[config.mk]
export PLATFORM = sky130hd
export DESIGN_NAME = dma_egress_packetizer
export DESIGN_NICKNAME = d
export VERILOG_FILES = /design/src/rtl/dsp_egress_pkg.sv /design/src/rtl/egress_sync_fifo.sv /design/src/rtl/dma_egress_packetizer.sv
export SDC_FILE = /design/constraint.sdc
export NUM_CORES = 1
export LEC_CHECK = 0
export ABC_CLOCK_PERIOD_IN_PS = 3500
export CORE_ASPECT_RATIO = 1.5
export CORE_MARGIN = 2
export CORE_UTILIZATION = 60
export CTS_CLUSTER_DIAMETER = 40
export DETAILED_ROUTE_END_ITERATION = 10
export GPL_ROUTABILITY_DRIVEN = 0
export PLACE_DENSITY = 0.88
export SYNTH_ARGS = -nofsm -noshare
export SYNTH_HDL_FRONTEND = slang
export SYNTH_SLANG_ARGS = --single-unit
[constraint.sdc]
create_clock -name clk -period 3.5 [get_ports clk]
set_input_delay 0.7 -clock clk [delete_from_list [all_inputs] [get_ports clk]]
set_output_delay 0.7 -clock clk [all_outputs]
set_load 0.005 [all_outputs]
[src/rtl/dsp_egress_pkg.sv]
// Shared types for the DMA egress packetizer: header layout, FSM states, sample sign-extension.
// The optional trailer checksum is enabled by defining EGRESS_CHECKSUM_EN.
package dsp_egress_pkg;

  localparam logic [3:0] HDR_MAGIC  = 4'hA;
  localparam int         HDR_RSVD_W = 3;
  localparam int         HDR_MODE_W = 5;
  localparam int         HDR_SEQ_W  = 4;

  typedef enum logic [1:0] {IDLE, HDR, PAYLOAD, CSUM} egress_state_e;

  typedef struct packed {
    logic [3:0]            magic;
    logic [HDR_RSVD_W-1:0] rsvd;
    logic [HDR_MODE_W-1:0] mode;
    logic [HDR_SEQ_W-1:0]  seq;
  } egress_hdr_t;

  // Replicates bit w-1 of v into every bit above it; callers truncate to their word width.
  function automatic logic [31:0] sign_extend(input logic [31:0] v, input int w);
    logic [31:0] r;
    for (int i = 0; i < 32; i++) r[i] = (i < w) ? v[i] : v[w-1];
    return r;
  endfunction

endpackage

[src/rtl/egress_sync_fifo.sv]
// Single-clock FIFO with full/empty flags; a push is accepted while full if a pop happens
// in the same cycle.
module egress_sync_fifo #(
  parameter int WIDTH = 13,
  parameter int DEPTH = 16
) (
  input  logic             clk,
  input  logic             reset,
  input  logic             push,
  input  logic [WIDTH-1:0] wdata,
  input  logic             pop,
  output logic [WIDTH-1:0] rdata,
  output logic             full,
  output logic             empty
);

  localparam int AW = $clog2(DEPTH);

  logic [WIDTH-1:0] mem [DEPTH];
  logic [AW:0]      wptr, rptr;
  logic             do_push, do_pop;

  // Extra pointer MSB distinguishes full from empty when the index bits match.
  assign empty   = (wptr == rptr);
  assign full    = (wptr[AW] != rptr[AW]) && (wptr[AW-1:0] == rptr[AW-1:0]);
  assign do_pop  = pop && !empty;
  assign do_push = push && (!full || do_pop);
  assign rdata   = mem[rptr[AW-1:0]];

  always_ff @(posedge clk) begin
    if (do_push) mem[wptr[AW-1:0]] <= wdata;
  end

  always_ff @(posedge clk) begin
    if (!reset) begin
      wptr <= '0;
      rptr <= '0;
    end else begin
      if (do_push) wptr <= wptr + (AW+1)'(1);
      if (do_pop)  rptr <= rptr + (AW+1)'(1);
    end
  end

endmodule

[src/rtl/dma_egress_packetizer.sv]
// Frames the DMA sample stream into header + sign-extended payload packets on a ready/valid
// egress port. Define EGRESS_CHECKSUM_EN to append a 16-bit wrapping-sum trailer word.
module dma_egress_packetizer
  import dsp_egress_pkg::*;
#(
  parameter int DATA_WIDTH = 12,
  parameter int OUT_WIDTH  = 16,
  parameter int FIFO_DEPTH = 16,
  parameter int BLOCK_SIZE = 256
) (
  input  logic                  clk,
  input  logic                  reset,
  input  logic                  in_valid,
  input  logic [DATA_WIDTH-1:0] in_data,
  input  logic                  in_last,
  input  logic [4:0]            config_mode,
  output logic                  out_valid,
  input  logic                  out_ready,
  output logic [OUT_WIDTH-1:0]  out_data,
  output logic                  out_sop,
  output logic                  out_eop,
  output logic                  overflow,
  output logic [7:0]            pkt_count
);

  localparam int EW    = DATA_WIDTH + 1;
  localparam int CNT_W = $clog2(BLOCK_SIZE + 1);

  egress_state_e         state, state_nxt;
  logic [EW-1:0]         fifo_rdata;
  logic                  fifo_full, fifo_empty, fifo_pop;
  logic [DATA_WIDTH-1:0] pop_data;
  logic                  pop_last, pop_is_eop;
  logic [CNT_W-1:0]      pay_cnt;
  logic [HDR_SEQ_W-1:0]  seq;
  logic                  last_loaded;
  logic                  xfer;
  logic                  load_hdr, load_pay, end_pkt, drop_valid;
  egress_hdr_t           hdr;
`ifdef EGRESS_CHECKSUM_EN
  logic [15:0]           csum;
  logic                  load_trl;
`endif

  egress_sync_fifo #(.WIDTH(EW), .DEPTH(FIFO_DEPTH)) u_fifo (
    .clk   (clk),
    .reset (reset),
    .push  (in_valid),
    .wdata ({in_last, in_data}),
    .pop   (fifo_pop),
    .rdata (fifo_rdata),
    .full  (fifo_full),
    .empty (fifo_empty)
  );

  assign {pop_last, pop_data} = fifo_rdata;
  assign xfer       = out_valid && out_ready;
  assign fifo_pop   = load_pay;
  assign pop_is_eop = pop_last || (pay_cnt == CNT_W'(BLOCK_SIZE - 1));
  assign hdr        = '{magic: HDR_MAGIC, rsvd: '0, mode: config_mode, seq: seq};

  always_ff @(posedge clk) begin
    if (!reset) state <= IDLE;
    else        state <= state_nxt;
  end

  // last_loaded marks that the output register holds the packet's final payload word,
  // so no further entries are popped until it has transferred.
  always_comb begin
    state_nxt  = state;
    load_hdr   = 1'b0;
    load_pay   = 1'b0;
    end_pkt    = 1'b0;
    drop_valid = 1'b0;
`ifdef EGRESS_CHECKSUM_EN
    load_trl   = 1'b0;
`endif
    case (state)
      IDLE: if (!fifo_empty) begin
        load_hdr  = 1'b1;
        state_nxt = HDR;
      end
      HDR: if (out_ready) begin
        state_nxt  = PAYLOAD;
        load_pay   = !fifo_empty;
        drop_valid = fifo_empty;
      end
      PAYLOAD: begin
        if (xfer && last_loaded) begin
`ifdef EGRESS_CHECKSUM_EN
          load_trl   = 1'b1;
          state_nxt  = CSUM;
`else
          end_pkt    = 1'b1;
          drop_valid = 1'b1;
          state_nxt  = IDLE;
`endif
        end else if ((!out_valid || out_ready) && !last_loaded && !fifo_empty) begin
          load_pay = 1'b1;
        end else if (xfer) begin
          drop_valid = 1'b1;
        end
      end
`ifdef EGRESS_CHECKSUM_EN
      CSUM: if (out_ready) begin
        end_pkt    = 1'b1;
        drop_valid = 1'b1;
        state_nxt  = IDLE;
      end
`endif
      default: state_nxt = IDLE;
    endcase
  end

  always_ff @(posedge clk) begin
    if (!reset) begin
      out_valid   <= 1'b0;
      out_data    <= '0;
      out_sop     <= 1'b0;
      out_eop     <= 1'b0;
      overflow    <= 1'b0;
      pkt_count   <= '0;
      seq         <= '0;
      pay_cnt     <= '0;
      last_loaded <= 1'b0;
`ifdef EGRESS_CHECKSUM_EN
      csum        <= '0;
`endif
    end else begin
      if (load_hdr) begin
        out_valid   <= 1'b1;
        out_sop     <= 1'b1;
        out_eop     <= 1'b0;
        out_data    <= OUT_WIDTH'(hdr);
        pay_cnt     <= '0;
        last_loaded <= 1'b0;
      end else if (load_pay) begin
        out_valid   <= 1'b1;
        out_sop     <= 1'b0;
        out_data    <= OUT_WIDTH'(sign_extend(32'(pop_data), DATA_WIDTH));
        pay_cnt     <= pay_cnt + CNT_W'(1);
        last_loaded <= pop_is_eop;
`ifdef EGRESS_CHECKSUM_EN
        out_eop     <= 1'b0;
`else
        out_eop     <= pop_is_eop;
`endif
`ifdef EGRESS_CHECKSUM_EN
      end else if (load_trl) begin
        // Trailer must include the payload word transferring this very cycle.
        out_data    <= OUT_WIDTH'(csum + out_data[15:0]);
        out_eop     <= 1'b1;
        last_loaded <= 1'b0;
`endif
      end else if (drop_valid) begin
        out_valid <= 1'b0;
        out_sop   <= 1'b0;
        out_eop   <= 1'b0;
      end

`ifdef EGRESS_CHECKSUM_EN
      if (load_hdr)
        csum <= '0;
      else if (xfer && state == PAYLOAD)
        csum <= csum + out_data[15:0];
`endif

      if (end_pkt) begin
        seq         <= seq + HDR_SEQ_W'(1);
        pkt_count   <= pkt_count + 8'd1;
        last_loaded <= 1'b0;
      end

      if (in_valid && fifo_full && !fifo_pop) overflow <= 1'b1;
    end
  end

endmodule

==> run metrics <==
largest family of logic cells by synthesized area multiplexers; I/O Buffers 49; detailed-route wire length 23470 µm; Die Span X 111.7 µm; worst hold start pay_cnt[1]; Longest Clk Path Bufs 3; Post-Synth XOR/XNOR Area 1.594%; static leakage power 3.881 nW; # hold bufs at CTS 0; Clk Latency, worst-skew pair 0.52 ns; power per standard cell area 555.4 nW/µm²; endpoints failing setup 0; Period minus WS final 2.769 ns; Slew Viols, Final 0; cells on worst reg2reg path 7; crit path DAT 2.99 ns; RSZ-0062 raised after global routing false; vias in the first global route 6116; reg-to-reg setup timing slack 0.73 ns; share of cells above drive strength 1 19.27%; NumNets Final 730; fillers 989; Die H 165.5 µm; CTS tree done; WP data required 3.73 ns; Setup crit end kind register; r2r startpoint state[0]; multiplexer area fraction after synthesis 12.59%; WHS Path Cells 2; net count after synthesis 657; Syn-to-layout area delta 15.80%; Seq cells post-synth 263; Clk pin slew, worst setup/hold paths 0.06 ns; Place WS 0.4875 ns; Max-Cap Viols 0; initial antenna violation count 0; Compound-Gate Fraction of Synth Area 5.633%; DR pass1 iterations 5; Max Freq 361.1 MHz; Tot GR Track Use 25.94%; final setup margin 0.7306 ns; Root Buffer clkbuf_16; YS warnings 0; final hold slack 0.4882 ns; Startpoint Class register; core area 17200 µm²; number of synthesized flops with an enable pin 208; total chip power 6.714 mW; CTS resizes 0; total gr overflow 0; ys flop type edfxtp_1; Hold EP pay_cnt[1]; maximum VDD drop 0.4610 mV; postcts setup bufs 0; Layout Utilization 70.28%; Final period util 79.13%; post-synthesis sequential area ratio 70.38%; adder-cell share of the synthesized area 1.678%; outcome finished, final reports clean; Avg Inst Size Synth 16.81 µm²; Post-route DRC 0; Hold Violations, Final 0; first-pass GRT wire length 35650 µm; Post-Syn Area 10440 µm²; wire length per cell 25.40 µm; Setup TNS 0 ns; Async SR Flop Fraction 0%; Final Skew 0.009577 ns; most common cell after layout, fill and taps aside edfxtp_1; Site Rows 59; dpl hpwl 14300 µm; pin count of the biggest net entering global routing 34; via count 5991; post-synthesis instance total 621; measured slew at the worst slew-check pin 1.019 ns; Worst Hold Class reg -> reg; Worst R2R End u_fifo.mem[3][1]; CTS buffer count 24; number of vias per cell 6.484; relative slew slack 31.82%; maximum fanout along the worst path 7; htree depth 1; Num Clock Sinks 263; Post-DRT Antenna Nets 0; Initial Util 60.69%; Ant. Diodes 0; commonest cells after routing, fill and taps aside edfxtp_1 (208), mux4_2 (53), dfxtp_1 (53), nand2_1 (51), clkdlybuf4s50_1 (49); critical path class reg -> reg; I/O Pins 50; DR iter-0 viols 653; post-synthesis simple-gate area fraction 5.933%; Synth cell types 55; DIE AREA 18490 µm²
[metrics by stage]
step,cell area [µm²],instances
2_1_floorplan,10440,621
3_3_place_gp,11270,881
3_5_place_dp,11270,881
4_1_cts,12090,924
5_1_grt,12090,924
6_report,12090,924
[layer usage]
| layer | global-route usage (%) | part of all wire, % |
|---|---|---|
| met1 | 30.20 | 35 |
| met2 | 46.58 | 53 |
| met3 | 4.197 | 6.4 |
| met4 | 13.30 | 5.5 |
| met5 | 0 | 0 |
[how the worst max path moves through the flow]
| stage | startpoint | end | slack, ns |
|---|---|---|---|
| 2_1_floorplan | state[0] | u_fifo.mem[3][0] | 0.71 |
| 3_3_place_gp | out_ready | u_fifo.mem[13][1] | 0.65 |
| 3_5_place_dp | out_ready | u_fifo.mem[13][0] | 0.49 |
| 4_1_cts | state[0] | u_fifo.mem[3][2] | 0.76 |
| 5_1_grt | state[0] | u_fifo.mem[3][4] | 0.57 |
| 6_report | state[0] | u_fifo.mem[3][1] | 0.73 |
[where the power goes]
part	switching, mW	internal (mW)	leakage [nW]
logic	0.281	0.242	1.15
clock network	1.10	1.60	0.406
registers	0.0603	3.43	2.33
total	1.44	5.28	3.88
[worst max-delay path, cell delays in order (launching register included)]
cell and delay [ns]:
dfxtp_1 0.33, inv_1 0.13, ha_1 0.27, nand2b_1 0.16, or3b_4 0.44, a41o_1 0.32, nor3_2 0.54, buf_4 0.30
[state kept, by name, indices dropped and copies added (netlist names), named ones only]
name         count
last_loaded      1
out_sop          1
pay_cnt          9
out_data        13
overflow         1
u_fifo.rptr      5
out_valid        1
u_fifo.mem     208
state            2
seq              4
pkt_count        8
u_fifo.wptr      5
out_eop          1
[cells by family after synthesis]
| group | after synthesis |
|---|---|
| flip-flops | 263 |
| AND/OR/NAND/NOR | 133 |
| AO/OA/AOI/OAI | 84 |
| multiplexers | 65 |
| buffers and inverters | 43 |
| XOR/XNOR | 19 |
| adder cells (fa/ha/maj) | 14 |
[cells in the mapped netlist (all sizes together) (4+ instances only)]
cell type / number / area [µm²]
mux4: 53 / 1194
dfxtp: 55 / 1101
or3: 6 / 37.54
xnor2: 10 / 87.58
nand2: 52 / 197.7
mux2i: 12 / 120.1
nor3: 4 / 20.02
a22oi: 24 / 185.2
o21ai: 14 / 70.07
edfxtp: 208 / 6246
o31ai: 6 / 45.04
inv: 10 / 37.53
nand4: 5 / 31.28
a21oi: 19 / 95.09
xor2: 9 / 78.83
buf: 23 / 153.9
nor2: 38 / 142.6
ha: 14 / 175.2
or4: 4 / 30.03
nand3: 10 / 55.05
clkbuf: 10 / 37.54
[area by class of cell]
| cell class | count | area (µm²) | area share (%) |
|---|---|---|---|
| flip-flops and latches | 263 | 7352 | 60.82 |
| well taps | 213 | 266.5 | 2.205 |
| inverters | 10 | 37.54 | 0.3105 |
| clock inverters | 16 | 186.4 | 1.542 |
| clock buffers | 27 | 633.1 | 5.238 |
| repair buffers | 80 | 723.2 | 5.983 |
| multi-input cells | 315 | 2889 | 23.90 |
(Power assumes the default switching activity.)
